`src/rtl/seq_divider.sv`:
```
// seq_divider: multi-cycle restoring unsigned divider, one quotient bit per clock.
// Define DIV_ZERO_DETECT_EN to finish zero-divisor requests in one cycle and raise div_by_zero.
module seq_divider #(
  parameter int WIDTH = 4
) (
  input  logic             clk,
  input  logic             rst_n,
  input  logic             start,
  input  logic [WIDTH-1:0] dividend,
  input  logic [WIDTH-1:0] divisor,
  output logic             busy,
  output logic             done,
  output logic [WIDTH-1:0] quotient,
  output logic [WIDTH-1:0] remainder,
  output logic             div_by_zero
);

  localparam int CW = $clog2(WIDTH + 1);

  typedef enum logic {IDLE, RUN} state_t;

  state_t           state, state_next;
  logic [WIDTH-1:0] q_reg, q_next;
  logic [WIDTH-1:0] d_reg, d_next;
  logic [WIDTH-1:0] r_reg, r_next;
  logic [CW-1:0]    count, count_next;
  logic [WIDTH-1:0] quotient_next, remainder_next;
  logic             done_next;
  logic [WIDTH:0]   trial;
  logic [WIDTH-1:0] diff;
`ifdef DIV_ZERO_DETECT_EN
  logic             zero_reg, zero_next;
  logic             dz_reg, dz_next;
`endif

  // The partial remainder always stays below the divisor, so it is stored in WIDTH
  // bits; the extra carry bit only exists in the trial value used for the compare.
  always_comb begin
    state_next     = state;
    q_next         = q_reg;
    d_next         = d_reg;
    r_next         = r_reg;
    count_next     = count;
    quotient_next  = quotient;
    remainder_next = remainder;
    done_next      = 1'b0;
`ifdef DIV_ZERO_DETECT_EN
    zero_next      = zero_reg;
    dz_next        = dz_reg;
`endif
    trial = {r_reg, q_reg[WIDTH-1]};
    diff  = trial[WIDTH-1:0] - d_reg;

    case (state)
      IDLE: begin
        if (start) begin
          q_next     = dividend;
          d_next     = divisor;
          r_next     = '0;
          count_next = CW'(WIDTH);
          state_next = RUN;
`ifdef DIV_ZERO_DETECT_EN
          zero_next  = 1'b0;
          // Preload the known answer and skip straight to the result cycle.
          if (divisor == '0) begin
            q_next     = '1;
            r_next     = dividend;
            count_next = '0;
            zero_next  = 1'b1;
          end
`endif
        end
      end
      RUN: begin
        if (count != '0) begin
          if (trial >= {1'b0, d_reg}) begin
            r_next = diff;
            q_next = {q_reg[WIDTH-2:0], 1'b1};
          end else begin
            r_next = trial[WIDTH-1:0];
            q_next = {q_reg[WIDTH-2:0], 1'b0};
          end
          count_next = count - CW'(1);
        end else begin
          quotient_next  = q_reg;
          remainder_next = r_reg;
          done_next      = 1'b1;
          state_next     = IDLE;
`ifdef DIV_ZERO_DETECT_EN
          dz_next        = zero_reg;
`endif
        end
      end
      default: state_next = IDLE;
    endcase
  end

  always_ff @(posedge clk or negedge rst_n) begin
    if (!rst_n) begin
      state     <= IDLE;
      q_reg     <= '0;
      d_reg     <= '0;
      r_reg     <= '0;
      count     <= '0;
      quotient  <= '0;
      remainder <= '0;
      done      <= 1'b0;
`ifdef DIV_ZERO_DETECT_EN
      zero_reg  <= 1'b0;
      dz_reg    <= 1'b0;
`endif
    end else begin
      state     <= state_next;
      q_reg     <= q_next;
      d_reg     <= d_next;
      r_reg     <= r_next;
      count     <= count_next;
      quotient  <= quotient_next;
      remainder <= remainder_next;
      done      <= done_next;
`ifdef DIV_ZERO_DETECT_EN
      zero_reg  <= zero_next;
      dz_reg    <= dz_next;
`endif
    end
  end

  assign busy = (state == RUN);

`ifdef DIV_ZERO_DETECT_EN
  assign div_by_zero = dz_reg;
`else
  assign div_by_zero = 1'b0;
`endif

endmodule

```
`config.mk`:
```
export PLATFORM = sky130hd
export DESIGN_NAME = seq_divider
export DESIGN_NICKNAME = d
export VERILOG_FILES = /design/src/rtl/seq_divider.sv
export SDC_FILE = /design/constraint.sdc
export NUM_CORES = 1
export LEC_CHECK = 0
export ABC_CLOCK_PERIOD_IN_PS = 5020
export CORE_MARGIN = 2
export CORE_UTILIZATION = 42
export CTS_BUF_LIST = sky130_fd_sc_hd__clkbuf_4 sky130_fd_sc_hd__clkbuf_8
export DETAILED_ROUTE_END_ITERATION = 6
export HOLD_SLACK_MARGIN = 0.06
export PLACE_DENSITY = 0.74
export SYNTH_ARGS = -nofsm -noshare
export SYNTH_HDL_FRONTEND = slang
export SYNTH_SLANG_ARGS = --single-unit
```
`constraint.sdc`:
```
create_clock -name clk -period 5.02 [get_ports clk]
set_clock_uncertainty 0.05 [all_clocks]
set_input_delay 1.506 -clock clk [delete_from_list [all_inputs] [get_ports clk]]
set_output_delay 1.506 -clock clk [all_outputs]
set_load 0.02 [all_outputs]
```
==> flow_summary.ini, run 1 <==
[outcome]
outcome = completed

[layout]
antenna_cells = 0
layout.nets = 151
syn_to_final_growth_pct = 19.3
drive_above_1_share = 0.106
layoutNonFillerInstCount = 163
final_util = 0.529

[timing]
timing.final.crit_period_ps = 3190
finalSetupViolCount = 0
finalHoldViolations = 0
fmaxAchievable_ghz = 0.314
grt_setup_unrepaired = false
worst_pin_slew_ps = 1090
fin_tns_setup_ps = 0
relSlewSlack = 0.274
drv_slew = 0
fin_ws_ps = 1830
final.period_utilization = 0.635

[cts]
clock-sinks = 25
postCtsResizedCells = 0
h-tree-depth = 1
cts_setup_buffers = 0
cts.root.buffer_cell = clkbuf_4
cts_made_buffers = 3
clk_path_buf_depth = 2
cts_tree = yes
clkTransAtPathRegs_ps = 140
insertion_delay_ps = 320
postCtsHoldBufs = 0

[route]
route.detailed.drc = 0
viasPerCell = 5.36
wl_per_cell_um = 13.1
drt_iter0_drc = 16
vias = 873
drtPass1Iterations = 4
wl_mm = 2.14
ant_nets = 0

[synth]
synth_area_per_cell_um2 = 10.8
ys_seq_area_frac = 0.507
syn_nets = 132
synthFlopType = dfrtp_1
async_reset_ff_frac = 1.00
ys_warn_count = 0
synth_edf_count = 0
synthTopCellsByCount = dfrtp_1, nand2_1, o21ai_0
synth_cell_types = 33
ys_ff_latch = 25
synth.most_common_cell = dfrtp_1
syn-cell-area_mm2 = 0.00123
syn_inst = 114
synthTopCellsByArea = dfrtp_1, ha_1, mux2_2
yosysTopAreaCell = dfrtp_1
synth_top_cell_area_share = 0.507

[floorplan]
num_rows = 19
num_io_pins = 22
die_area_mm2 = 0.00339
core_mm2 = 0.00278
initial_core_util = 0.444
die_w_um = 58.2
die_y_um = 58.2

[power]
ir_drop_uv = 377
power.leakage_uw = 0.000663
total_power_uw = 1050
powerDensity_mw_per_mm2 = 711

[placed_design]
port_buffers = 20
place_hpwl_mm = 1.61
pre_cts_slack_ps = 1760
gp_congestion = 0.788
dp.cells = 159

[critical_path]
reg2reg_from = busy$_DFF_PN0_
r2r_end = r_reg[0]$_DFFE_PN0P_
arrival_ps = 1630
critical_path.max_fanout = 12
critPathRequiredTime_ps = 3460
r2r_slack_ps = 3090
critPathKind = register to primary output
reg2reg_depth = 4
path_delay_family = buffers and inverters
cp.buffers_inverters = 1
critPathSlowestCell = clkdlybuf4s50_1
cp-start-kind = register
path_cells = clkdlybuf4s50_1
slowest_delay_ps = 690
startpoint = busy$_DFF_PN0_
critical_path.endpoint_type = primary output

[hold_path]
whs_endpoint = quotient[3]$_DFFE_PN0P_
worstHoldStart = quotient[3]$_DFFE_PN0P_
holdCritPathClass = register to register
whs_path_depth = 2

[run]
drv_cap = 0

[grt]
antenna_found_initial = 0
overflow = 0
grt_pass1_vias = 886
globalRouteTotalUtil = 0.150
grt_max_degree = 26
grt_pass1_wl_mm = 3.78
==> worst reg2reg max path: cells and delay by family, from the launching register on <==
family,cells,cell delay (ps)
and+or+nand+nor,1,220
DFF,1,620
AOI/OAI and AO/OA,2,850
buffers and inverters,1,140
==> cells by family after synthesis <==
| logic type | Yosys count | synth area share |
|---|---|---|
| flops | 25 | 0.507 |
| xor+xnor | 1 | 0.00709 |
| fa+ha+maj | 7 | 0.0770 |
| compound gates | 24 | 0.137 |
| other cells | 1 | 0.00304 |
| buf+inv | 15 | 0.0527 |
| mux | 9 | 0.0790 |
| simple gates | 32 | 0.138 |
==> worst max-delay path by stage <==
stage | end | slack [ps] | cells past startpoint
after floorplan | q_reg[1]$_DFFE_PN0P_ | 2620 | 5
after detailed placement | r_reg[0]$_DFFE_PN0P_ | 1760 | 5
after CTS | busy | 1830 | 1
after global routing | busy | 1750 | 1
after global placement | r_reg[0]$_DFFE_PN0P_ | 1840 | 5
final | busy | 1830 | 1
==> area by class of cell <==
class / count / area (um^2)
clock buffers: 3 / 22.5
clock inverters: 1 / 7.51
fillers: 256 / 1310
inverters: 9 / 33.8
multi-input cells: 74 / 544
flip-flops and latches: 25 / 626
well taps: 31 / 38.8
repair buffers: 20 / 200
==> routing by layer <==
metal | vias to the layer above | part of all wire | track usage | routed length (um)
li1 | 433 | - | - | -
met1 | 420 | 0.46 | 0.187 | 991
met2 | 14 | 0.49 | 0.247 | 1040
met3 | 6 | 0.019 | 0.0134 | 41
met4 | 0 | 0.030 | 0.103 | 65
met5 | - | 0 | 0 | 0
==> metrics by stage <==
stage               hold WS [ps]  area, um^2
floorplan                    400        1230
global placement             410        1440
detailed placement           419        1440
CTS                          450        1470
global route                 485        1470
finish                       449        1470
==> placed cells by master (no fill, tap or decap), types with 3 or more instances in the layout <==
cell             Yosys  routed
mux2i_1              3       3
clkbuf_4             0       3
dfrtp_1             25      25
nand2_1             17      17
nand4_1              3       3
mux2_2               6       6
inv_1                9       9
o21ai_0             12      12
clkdlybuf4s50_1      0      20
ha_1                 6       6
==> power breakdown <==
part	total (uW)	switching [uW]	leakage, uW	internal [uW]
Sequential	369	68.8	0.000304	300
Combinational	586	303	0.000345	282
Clock	92.5	62.0	0.0000139	30.5
Total	1050	434	0.000663	613
Power figures use the tool's default switching activity.
==> inputs of run 2 (changes only) <==
- ABC_CLOCK_PERIOD_IN_PS: 5020 -> 3200
- clock period: 5.02 -> 3.2 ns (I/O delays scaled with it)
==> run 2 against run 1 <==
Critical path depth unchanged. Non-clock buffer count up 1. Global-route usage shrank 0.12 points. Register-to-register slack lost 1800 ps. Setup slack got worse by 1200 ps. Largest cell class unchanged.
==> flow_summary.ini, run 2 (synthesis gave the netlist of run 1 again) <==
[layout]
drive_above_1_share = 0.113
layout_common_cells = dfrtp_1, clkdlybuf4s50_1, nand2_1
layout.nets = 152
final_area_mm2 = 0.00148
final_common_cell = dfrtp_1
syn_to_final_growth_pct = 19.9
nFillCells = 252
antenna_cells = 0

[timing]
timing.final.crit_period_ps = 2610
final.period_utilization = 0.816
fin_tns_setup_ps = 0
fmaxAchievable_ghz = 0.383
drv_slew = 0
finalSetupViolCount = 0
relSlewSlack = 0.487
worst_pin_slew_ps = 769
grt_setup_unrepaired = false
finalHoldViolations = 0

[cts]
h-tree-depth = 1
clk_path_buf_depth = 2
cts_made_buffers = 3
postCtsResizedCells = 0
cts.root.buffer_cell = clkbuf_4
clock-sinks = 25
cts_setup_buffers = 0
postCtsHoldBufs = 0
insertion_delay_ps = 320
cts_tree = yes
clkTransAtPathRegs_ps = 130

[critical_path]
arrival_ps = 1600
cp.buffers_inverters = 1
critical_path.max_fanout = 12
path_cells = clkdlybuf4s50_1
path_delay_family = buffers and inverters
slowest_delay_ps = 690
critPathSlowestCell = clkdlybuf4s50_1
critPathRequiredTime_ps = 2190
cp-start-kind = register
critical_path.endpoint_type = primary output
critPathKind = register to primary output

[route]
wl_per_cell_um = 13.0
wl_mm = 2.13
ant_nets = 0
drtPass1Iterations = 4
vias = 873
route.detailed.drc = 0
drt_iter0_drc = 8
viasPerCell = 5.32

[floorplan]
num_io_pins = 22
die_y_um = 58.2
die_area_mm2 = 0.00339
num_rows = 19
initial_core_util = 0.444
core_mm2 = 0.00278
die_w_um = 58.2

[outcome]
outcome = completed

[power]
powerDensity_mw_per_mm2 = 1100
ir_drop_uv = 627
power.leakage_uw = 0.000672

[grt]
overflow = 0
grt_pass1_wl_mm = 3.76
globalRouteTotalUtil = 0.149
antenna_found_initial = 0
grt_max_degree = 26
grt_pass1_vias = 814

[hold_path]
holdCritPathClass = register to register

[placed_design]
place_hpwl_mm = 1.64
port_buffers = 20
gp_congestion = 0.778
place_area_mm2 = 0.00145

[run]
drv_cap = 0
run 2: per-layer routing:
layer	global-route usage	wire, um
met4	0.0797	42
met2	0.247	1040
met5	0	0
met3	0.0134	55
met1	0.194	988
run 2: cell type report:
| class | instances | area (um^2) | share of cell area |
|---|---|---|---|
| sequential | 25 | 626 | 0.423 |
| inverter | 9 | 33.8 | 0.0228 |
| clock buffer | 4 | 30.0 | 0.0203 |
| tap | 31 | 38.8 | 0.0262 |
| timing repair buffer | 21 | 208 | 0.140 |
| multi-input combinational | 74 | 544 | 0.368 |
run 2: per-stage QoR:
| step | total power [uW] | hold slack (ps) | cells | setup WS [ps] | utilization |
|---|---|---|---|---|---|
| 6_report | 1630 | 450 | 164 | 590 | 0.532 |
| 3_5_place_dp | 1500 | 423 | 160 | 504 | 0.521 |
| 3_3_place_gp | 1470 | 409 | 160 | 564 | 0.521 |
| 5_1_grt | 1790 | 473 | 164 | 506 | 0.532 |
| 2_1_floorplan | 1260 | 400 | 114 | 1350 | - |
| 4_1_cts | 1660 | 453 | 164 | 575 | 0.532 |
run 2: path summary, 6_finish.rpt:
kind	slack (ps)	to	cells past startpoint	start
setup reg to reg	1300	r_reg[0]$_DFFE_PN0P_	4	busy$_DFF_PN0_
min in group asynchronous	930	d_reg[2]$_DFFE_PN0P_	2	rst_n
setup / recovery	590	busy	1	busy$_DFF_PN0_
hold reg to reg	450	quotient[3]$_DFFE_PN0P_	2	quotient[3]$_DFFE_PN0P_
max in group asynchronous	1930	quotient[1]$_DFFE_PN0P_	2	rst_n
hold / removal	450	quotient[3]$_DFFE_PN0P_	2	quotient[3]$_DFFE_PN0P_
run 2: where the power goes:
part	switching (uW)	internal (uW)	total [uW]
registers	109	471	580
clock network	91.2	57.2	148
logic	464	441	905
==> inputs of run 3 (changes only) <==
- ABC_CLOCK_PERIOD_IN_PS: 3200 -> 2700
- clock period: 3.2 -> 2.7 ns (I/O delays scaled with it)
==> results of run 3 <==
Same layout as run 2 (identical final DEF). Status: completed.
Among the figures that moved: setup slack after placement 504 ps -> 154 ps; setup slack after layout 590 ps -> 240 ps; register-to-register setup slack 1300 ps -> 800 ps; total power 1630 uW -> 1940 uW; worst IR drop on VDD 627 uV -> 743 uV
